### src/rtl/hazard_scheduler_pkg.sv
// Shared pipeline-control types: forward selects, scoreboard entry, MUL/DIV FSM states.
// Pure declarations; no latency or backpressure of its own.
package pipe_ctrl_pkg;

  localparam int SB_ADDR_W = 5;

  localparam logic [1:0] FWD_NONE = 2'd0;
  localparam logic [1:0] FWD_EXE  = 2'd1;
  localparam logic [1:0] FWD_MEM  = 2'd2;
  localparam logic [1:0] FWD_WB   = 2'd3;

  typedef struct packed {
    logic                 valid;
    logic [SB_ADDR_W-1:0] addr;
    logic                 is_load;
  } sb_entry_t;

  typedef enum logic {
    MD_IDLE = 1'b0,
    MD_BUSY = 1'b1
  } md_state_t;

  // $0 is hard-wired, so it never creates a dependency.
  function automatic logic src_match(input logic used,
                                     input logic [SB_ADDR_W-1:0] src,
                                     input sb_entry_t e);
    return used && (src != '0) && e.valid && (e.addr == src);
  endfunction

endpackage

### src/rtl/hazard_scheduler_if.sv
// ID-stage request bundle into the hazard scheduler and its stall/forward/MUL-DIV responses.
// Wires only; timing is owned by the scheduler.
interface hazard_scheduler_if #(
  parameter int REG_ADDR_W = 5
);

  logic                  id_valid;
  logic [REG_ADDR_W-1:0] id_rs_addr;
  logic                  id_rs_used;
  logic [REG_ADDR_W-1:0] id_rt_addr;
  logic                  id_rt_used;
  logic [REG_ADDR_W-1:0] id_rd_addr;
  logic                  id_rd_wen;
  logic                  id_is_load;
  logic                  id_is_muldiv;
  logic                  id_is_div;
  logic                  id_uses_hilo;

  logic                  stall;
  logic                  bubble;
  logic [1:0]            fwd_a_sel;
  logic [1:0]            fwd_b_sel;
  logic                  muldiv_start;
  logic                  muldiv_is_div;
  logic                  muldiv_busy;
  logic                  muldiv_done;

  modport master (
    output id_valid, id_rs_addr, id_rs_used, id_rt_addr, id_rt_used,
           id_rd_addr, id_rd_wen, id_is_load, id_is_muldiv, id_is_div, id_uses_hilo,
    input  stall, bubble, fwd_a_sel, fwd_b_sel,
           muldiv_start, muldiv_is_div, muldiv_busy, muldiv_done
  );

  modport slave (
    input  id_valid, id_rs_addr, id_rs_used, id_rt_addr, id_rt_used,
           id_rd_addr, id_rd_wen, id_is_load, id_is_muldiv, id_is_div, id_uses_hilo,
    output stall, bubble, fwd_a_sel, fwd_b_sel,
           muldiv_start, muldiv_is_div, muldiv_busy, muldiv_done
  );

endinterface

### src/rtl/hazard_scheduler_muldiv.sv
// MUL/DIV occupancy sequencer: start pulse same cycle as request, busy for exactly N cycles after it.
// Latency: start combinational, state on negedge; a request is ignored while hold is high or unit is busy.
module muldiv_sequencer
  import pipe_ctrl_pkg::*;
#(
  parameter int MUL_CYCLES = 4,
  parameter int DIV_CYCLES = 32,
  parameter int CNT_W      = 6
) (
  input  logic clk,
  input  logic reset,
  input  logic req,
  input  logic req_is_div,
  input  logic hold,
  output logic start,
  output logic is_div,
  output logic busy,
  output logic done
);

  localparam logic [CNT_W-1:0] MUL_LOAD = CNT_W'(MUL_CYCLES - 1);
  localparam logic [CNT_W-1:0] DIV_LOAD = CNT_W'(DIV_CYCLES - 1);

  md_state_t        state, state_nxt;
  logic [CNT_W-1:0] cnt, cnt_nxt;

  always_ff @(negedge clk) begin
    if (reset) begin
      state <= MD_IDLE;
      cnt   <= '0;
    end else begin
      state <= state_nxt;
      cnt   <= cnt_nxt;
    end
  end

  always_comb begin
    state_nxt = state;
    cnt_nxt   = cnt;
    start     = 1'b0;
    is_div    = 1'b0;
    case (state)
      MD_IDLE: begin
        if (req && !hold && !reset) begin
          start     = 1'b1;
          is_div    = req_is_div;
          cnt_nxt   = req_is_div ? DIV_LOAD : MUL_LOAD;
          state_nxt = MD_BUSY;
        end
      end
      MD_BUSY: begin
        if (cnt == '0) begin
          state_nxt = MD_IDLE;
        end else begin
          cnt_nxt = cnt - 1'b1;
        end
      end
      default: state_nxt = MD_IDLE;
    endcase
  end

  // Held in reset, nothing is reported busy, so an aborted op never signals done.
  assign busy = (state == MD_BUSY) && !reset;
  assign done = busy && (cnt == '0);

endmodule

### src/rtl/hazard_scheduler.sv
// Pipeline hazard scheduler: EXE/MEM/WB write scoreboard, RAW + HI/LO interlock, MUL/DIV sequencing.
// Outputs combinational, state on negedge; stall/bubble hold IF/ID. HAZARD_FWD_EN enables forwarding.
module hazard_scheduler
  import pipe_ctrl_pkg::*;
#(
  parameter int REG_ADDR_W = 5,
  parameter int MUL_CYCLES = 4,
  parameter int DIV_CYCLES = 32,
  parameter int CNT_W      = 6
) (
  input logic               clk,
  input logic               reset,
  hazard_scheduler_if.slave bus
);

  sb_entry_t sb_exe, sb_mem, sb_wb;

  logic [REG_ADDR_W-1:0] rs_addr, rt_addr;
  logic a_exe, a_mem, a_wb;
  logic b_exe, b_mem, b_wb;
  logic raw_stall, hilo_stall, stall_int;
  logic [1:0] fwd_a, fwd_b;
  logic md_busy;
  logic sb_unused;

  assign rs_addr = bus.id_rs_addr;
  assign rt_addr = bus.id_rt_addr;

  always_ff @(negedge clk) begin
    if (reset) begin
      sb_exe <= '0;
      sb_mem <= '0;
      sb_wb  <= '0;
    end else begin
      if (bus.id_valid && bus.id_rd_wen && (bus.id_rd_addr != '0) && !stall_int) begin
        sb_exe <= '{valid: 1'b1, addr: bus.id_rd_addr, is_load: bus.id_is_load};
      end else begin
        sb_exe <= '0;
      end
      sb_mem <= sb_exe;
      sb_wb  <= sb_mem;
    end
  end

  // WB retires, so its load flag never influences a decision.
  assign sb_unused = sb_wb.is_load;

  assign a_exe = src_match(bus.id_rs_used, rs_addr, sb_exe);
  assign a_mem = src_match(bus.id_rs_used, rs_addr, sb_mem);
  assign a_wb  = src_match(bus.id_rs_used, rs_addr, sb_wb);
  assign b_exe = src_match(bus.id_rt_used, rt_addr, sb_exe);
  assign b_mem = src_match(bus.id_rt_used, rt_addr, sb_mem);
  assign b_wb  = src_match(bus.id_rt_used, rt_addr, sb_wb);

`ifdef HAZARD_FWD_EN
  // Nearest producer wins; a load still in EXE has no data yet and forces one bubble.
  always_comb begin
    fwd_a = FWD_NONE;
    if (a_exe)      fwd_a = sb_exe.is_load ? FWD_NONE : FWD_EXE;
    else if (a_mem) fwd_a = FWD_MEM;
    else if (a_wb)  fwd_a = FWD_WB;
  end

  always_comb begin
    fwd_b = FWD_NONE;
    if (b_exe)      fwd_b = sb_exe.is_load ? FWD_NONE : FWD_EXE;
    else if (b_mem) fwd_b = FWD_MEM;
    else if (b_wb)  fwd_b = FWD_WB;
  end

  assign raw_stall = bus.id_valid && sb_exe.is_load && (a_exe || b_exe);
`else
  assign fwd_a     = FWD_NONE;
  assign fwd_b     = FWD_NONE;
  assign raw_stall = bus.id_valid && (a_exe || a_mem || a_wb || b_exe || b_mem || b_wb);
`endif

  assign hilo_stall = bus.id_valid && (bus.id_uses_hilo || bus.id_is_muldiv) && md_busy;
  assign stall_int  = !reset && (raw_stall || hilo_stall);

  muldiv_sequencer #(
    .MUL_CYCLES (MUL_CYCLES),
    .DIV_CYCLES (DIV_CYCLES),
    .CNT_W      (CNT_W)
  ) u_muldiv (
    .clk        (clk),
    .reset      (reset),
    .req        (bus.id_valid && bus.id_is_muldiv),
    .req_is_div (bus.id_is_div),
    .hold       (stall_int),
    .start      (bus.muldiv_start),
    .is_div     (bus.muldiv_is_div),
    .busy       (md_busy),
    .done       (bus.muldiv_done)
  );

  assign bus.muldiv_busy = md_busy;
  assign bus.stall       = stall_int;
  assign bus.bubble      = stall_int;
  assign bus.fwd_a_sel   = (bus.id_valid && !reset) ? fwd_a : FWD_NONE;
  assign bus.fwd_b_sel   = (bus.id_valid && !reset) ? fwd_b : FWD_NONE;

endmodule

### src/flat_wrapper.sv
// flat-port wrapper written by rule: the top's interface ports become plain ports
module hazard_scheduler_flat import pipe_ctrl_pkg::*;
#(
  parameter int REG_ADDR_W = 5,
  parameter int MUL_CYCLES = 4,
  parameter int DIV_CYCLES = 32,
  parameter int CNT_W      = 6
)
  (clk, reset, bus_id_valid, bus_id_rs_addr, bus_id_rs_used, bus_id_rt_addr, bus_id_rt_used, bus_id_rd_addr, bus_id_rd_wen, bus_id_is_load, bus_id_is_muldiv, bus_id_is_div, bus_id_uses_hilo, bus_stall, bus_bubble, bus_fwd_a_sel, bus_fwd_b_sel, bus_muldiv_start, bus_muldiv_is_div, bus_muldiv_busy, bus_muldiv_done);
  hazard_scheduler_if #(.REG_ADDR_W(REG_ADDR_W)) bus_i ();
  input logic clk;
  input logic reset;
  input wire logic [$bits(bus_i.id_valid)-1:0] bus_id_valid;
  input wire logic [$bits(bus_i.id_rs_addr)-1:0] bus_id_rs_addr;
  input wire logic [$bits(bus_i.id_rs_used)-1:0] bus_id_rs_used;
  input wire logic [$bits(bus_i.id_rt_addr)-1:0] bus_id_rt_addr;
  input wire logic [$bits(bus_i.id_rt_used)-1:0] bus_id_rt_used;
  input wire logic [$bits(bus_i.id_rd_addr)-1:0] bus_id_rd_addr;
  input wire logic [$bits(bus_i.id_rd_wen)-1:0] bus_id_rd_wen;
  input wire logic [$bits(bus_i.id_is_load)-1:0] bus_id_is_load;
  input wire logic [$bits(bus_i.id_is_muldiv)-1:0] bus_id_is_muldiv;
  input wire logic [$bits(bus_i.id_is_div)-1:0] bus_id_is_div;
  input wire logic [$bits(bus_i.id_uses_hilo)-1:0] bus_id_uses_hilo;
  output wire logic [$bits(bus_i.stall)-1:0] bus_stall;
  output wire logic [$bits(bus_i.bubble)-1:0] bus_bubble;
  output wire logic [$bits(bus_i.fwd_a_sel)-1:0] bus_fwd_a_sel;
  output wire logic [$bits(bus_i.fwd_b_sel)-1:0] bus_fwd_b_sel;
  output wire logic [$bits(bus_i.muldiv_start)-1:0] bus_muldiv_start;
  output wire logic [$bits(bus_i.muldiv_is_div)-1:0] bus_muldiv_is_div;
  output wire logic [$bits(bus_i.muldiv_busy)-1:0] bus_muldiv_busy;
  output wire logic [$bits(bus_i.muldiv_done)-1:0] bus_muldiv_done;
  assign bus_i.id_valid = bus_id_valid;
  assign bus_i.id_rs_addr = bus_id_rs_addr;
  assign bus_i.id_rs_used = bus_id_rs_used;
  assign bus_i.id_rt_addr = bus_id_rt_addr;
  assign bus_i.id_rt_used = bus_id_rt_used;
  assign bus_i.id_rd_addr = bus_id_rd_addr;
  assign bus_i.id_rd_wen = bus_id_rd_wen;
  assign bus_i.id_is_load = bus_id_is_load;
  assign bus_i.id_is_muldiv = bus_id_is_muldiv;
  assign bus_i.id_is_div = bus_id_is_div;
  assign bus_i.id_uses_hilo = bus_id_uses_hilo;
  assign bus_stall = bus_i.stall;
  assign bus_bubble = bus_i.bubble;
  assign bus_fwd_a_sel = bus_i.fwd_a_sel;
  assign bus_fwd_b_sel = bus_i.fwd_b_sel;
  assign bus_muldiv_start = bus_i.muldiv_start;
  assign bus_muldiv_is_div = bus_i.muldiv_is_div;
  assign bus_muldiv_busy = bus_i.muldiv_busy;
  assign bus_muldiv_done = bus_i.muldiv_done;
  hazard_scheduler #(.REG_ADDR_W(REG_ADDR_W), .MUL_CYCLES(MUL_CYCLES), .DIV_CYCLES(DIV_CYCLES), .CNT_W(CNT_W)) u_core (.clk(clk), .reset(reset), .bus(bus_i));
endmodule
### config.mk
export PLATFORM = sky130hd
export DESIGN_NAME = hazard_scheduler_flat
export DESIGN_NICKNAME = d
export VERILOG_FILES = /design/src/rtl/hazard_scheduler_pkg.sv /design/src/rtl/hazard_scheduler_if.sv /design/src/rtl/hazard_scheduler_muldiv.sv /design/src/rtl/hazard_scheduler.sv /design/src/flat_wrapper.sv
export SDC_FILE = /design/constraint.sdc
export NUM_CORES = 1
export LEC_CHECK = 0
export BUFFER_PORTS_ARGS = -buffer_cell sky130_fd_sc_hd__buf_2
export CORE_MARGIN = 2
export CORE_UTILIZATION = 55
export CTS_CLUSTER_SIZE = 10
export DETAILED_ROUTE_END_ITERATION = 8
export GPL_ROUTABILITY_DRIVEN = 0
export HOLD_SLACK_MARGIN = 0.03
export MAX_ROUTING_LAYER = met4
export PLACE_DENSITY_LB_ADDON = 0.2
export SLEW_MARGIN = 30
export SYNTH_ARGS = -nofsm -noshare
export SYNTH_HDL_FRONTEND = slang
export SYNTH_SLANG_ARGS = --single-unit
### constraint.sdc
create_clock -name clk -period 2.6 [get_ports clk]
set_input_delay 0.13 -clock clk [delete_from_list [all_inputs] [get_ports clk]]
set_output_delay 0.13 -clock clk [all_outputs]
set_load 0.02 [all_outputs]
==> results.txt <==
Max Clock Skew -> 41.1 ps
hold path startpoint -> u_core.sb_exe[6]$_SDFF_NP0_
maximum number of pins on one net before global-route repair -> 18
top area cells in the synthesized netlist -> dfxtp_1 35%, xor2_1 15%, nor2b_1 6.6%
Max Root-Sink Buffers -> 2
GRT overflow -> 0
class of the most critical hold timing path -> reg -> reg
switching portion of total power -> 41.0%
Max-slew headroom -> 50.5%
Cell variety after synth -> 35
number of buffers inserted during clock tree synthesis -> 3
Vias -> 1738
number of synthesis warnings -> 0
cell area after technology mapping -> 0.00143 mm^2
setup repair after global routing missed its margin -> yes
global router's overall resource usage -> 38.6%
fraction of power consumed by combinational cells -> 22.9%
Die Y-Extent -> 55.0 um
fraction of final layout cells with drive strength greater than 1 -> 47.2%
clock tree from TritonCTS -> done
part of the total power dissipated in sequential elements -> 38.8%
final std cell area, no fill -> 0.00230 mm^2
Synth Area in Compound Gates -> 13.1%
number of pins exceeding their max-slew limit in the final report -> 0
total negative setup slack -> -9260 ps
portion of synthesized cell area occupied by the leading cell type -> 35.0%
initial cell density of the core -> 57.8%
most frequent cells after synthesis -> 25 x dfxtp_1, 24 x xor2_1, 15 x nor2b_1
number of nets in the layout -> 292
path depth of the worst reg2reg path -> 15
Internal -> 621 uW
final critical-path setup slack -> -968 ps
multiplexer share of the synthesized area -> 0%
main combinational cell family by area after synthesis -> simple AND/OR/NAND/NOR gates
part of the total power dissipated in the clock network -> 38.3%
Worst IR Drop VDD -> 0.000444 V
Critical Path Source Type -> flop
count of flip-flops with a built-in enable after synthesis -> 0
most frequent cell after synthesis -> dfxtp_1
slew at the pin closest to its max-slew limit -> 723 ps
result of the run -> complete, but fails checks
required time at the endpoint of the critical path -> 2470 ps
first-pass detailed-route iteration total -> 5
first-pass GRT wire length -> 7.69 mm
placement-stage cell area -> 0.00183 mm^2
maximum level of the CTS H-tree -> 1
cell type with the highest aggregate area in the netlist -> dfxtp_1
die width -> 55.0 um
largest fanout on the critical path -> 4
gate count after technology mapping -> 163
number of antenna violations at the first check in global routing -> 0
CTS Root Cell -> clkbuf_4
clock slew at the register clock pins of the worst setup and hold paths -> 70 ps
synthesized area per cell -> 8.78 um^2
count of nets left with antenna violations after detail routing -> 0
critical register-to-register path endpoint -> u_core.u_muldiv.cnt[4]$_SDFFE_NP0P_
Final Setup Violations -> 16
Most used DFF post-synth -> dfxtp_1
wire length after detailed routing -> 6.04 mm
part of the Yosys area used for sequential elements -> 35.0%
CP cell instances -> xor2_1 -> nor4_1 -> nand3_1 -> a31o_4 -> nand3_4 -> and2_4 -> buf_6
post-synthesis share of cell area spent on xor and xnor gates -> 19.0%
I/O Pins -> 35
DR iter-0 viols -> 107
Filler cells -> 90
switching power of the nets -> 432 uW
number of diodes -> 0
area enclosed by the die boundary -> 0.00303 mm^2
async set or reset register ratio after synthesis -> 0%
reported leakage power -> 0.00116 uW
number of DRC violations after detailed routing -> 0
max capacitance violation total -> 0
standard-cell row count -> 18
type of the worst setup path -> reg -> out
DP HPWL -> 2.72 mm
standard cell with the maximum stage delay on the critical path -> dfxtp_1
post-synthesis register bit count -> 25
endpoint kind of the worst setup timing path -> output pin
total of buffers placed on input and output ports -> 29
hold-fix buffers at CTS -> 0
via/cell ratio -> 5.89
adder-cell share of the synthesized area -> 0.874%
Power Dens Cells -> 458 mW/mm^2
Clk Latency, worst-skew pair -> 450 ps
worst flop-to-flop path startpoint -> u_core.sb_mem[3]$_SDFF_NP0_
failing checks -> setup timing
sinks on the clock net -> 25
number of cells traversed by the worst hold path -> 1
vias in the first global route -> 1631
final hold vios -> 0
hold-critical path endpoint -> u_core.sb_mem[6]$_SDFF_NP0_
Core Region -> 0.00248 mm^2
Post-Synth Simple-Gate Area -> 24.7%
slowest stage delay, CP -> 350 ps
data arrival at the endpoint of the critical path -> 3440 ps
detailed-route wire length per cell -> 20.5 um
Layout area overhead -> 60.8%
R2R Setup Slk -> -190 ps
==> worst max-delay path: cells and delay by family (launching register included) <==
kind,cells,cell delay [ps]
xor gates and xnor gates,1,190
DFF,1,350
buffers and inverters,1,110
and+or+nand+nor,4,720
AOI/OAI and AO/OA,1,310
==> stage by stage <==
stage	power [uW]	setup WS, ps	hold slack (ps)	util (%)	std cells
6_report	1050	-968	498	92.9	295
5_1_grt	1100	-1030	511	92.9	295
4_1_cts	962	-826	485	87.5	287
2_1_floorplan	576	-348	445	-	166
3_3_place_gp	650	-493	483	73.7	246
3_5_place_dp	656	-540	484	73.7	246
==> cells by family after synthesis <==
logic type / Yosys count
AO/OA/AOI/OAI: 23
XOR/XNOR: 31
adder cells (fa/ha/maj): 1
buffers and inverters: 21
flip-flops: 25
other: 1
AND/OR/NAND/NOR: 61
==> worst max-delay path by stage <==
stage / start / endpoint / slack (ps) / cells past startpoint
2_1_floorplan: u_core.sb_exe[4]$_SDFF_NP0_ / bus_stall / -350 / 7
3_3_place_gp: bus_id_rs_addr[3] / u_core.u_muldiv.cnt[3]$_SDFFE_NP0P_ / -490 / 7
3_5_place_dp: bus_id_rs_addr[3] / u_core.u_muldiv.cnt[2]$_SDFFE_NP0P_ / -540 / 7
4_1_cts: u_core.sb_wb[2]$_SDFF_NP0_ / bus_stall / -830 / 7
5_1_grt: u_core.sb_exe[4]$_SDFF_NP0_ / bus_bubble / -1030 / 7
6_report: u_core.sb_mem[3]$_SDFF_NP0_ / bus_stall / -970 / 7
==> layer usage <==
layer	GRT usage [%]	wire, um	vias up
met1	43.4	2180	793
met2	63.9	2990	152
met3	8.60	555	40
met4	20.3	315	0
met5	-	0	-
li1	-	-	753
==> timing repair <==
action                     in CTS  in global routing
setup buffers                  13                  9
resized for setup              34                 20
pin swaps                      12                 16
setup endpoints to repair      12                 19
==> power by group through the flow <==
| stage | clock network (uW) | registers, uW | logic, uW |
|---|---|---|---|
| 2_1_floorplan | 61.2 | 411 | 103 |
| 3_3_place_gp | 61.2 | 412 | 176 |
| 3_5_place_dp | 61.2 | 413 | 182 |
| 4_1_cts | 352 | 406 | 204 |
| 5_1_grt | 437 | 408 | 254 |
| 6_report | 403 | 409 | 241 |
==> final cells by class <==
class	instances	area, um^2	share of cell area [%]
well taps	30	37.5	1.63
repair buffers	78	597	25.9
inverters	13	48.8	2.12
clock inverters	26	103	4.46
flip-flops and latches	25	513	22.3
multi-input cells	120	981	42.6
clock buffers	3	22.5	0.978
==> state kept, by name, indices dropped and copies added (netlist names) <==
register / count
u_core.u_muldiv.cnt: 6
u_core.sb_wb: 6
u_core.sb_exe: 6
u_core.u_muldiv.state: 1
u_core.sb_mem: 6
==> cell usage in the layout (no fill, tap or decap), types with 5 or more instances in the layout <==
master,instances
xor2_1,24
buf_4,41
nor2_1,6
nor3_2,5
xnor2_1,7
nor2b_1,15
buf_2,21
dfxtp_1,15
buf_6,15
inv_1,36
nand3_1,7
dfxtp_2,10
(Power assumes the default switching activity.)
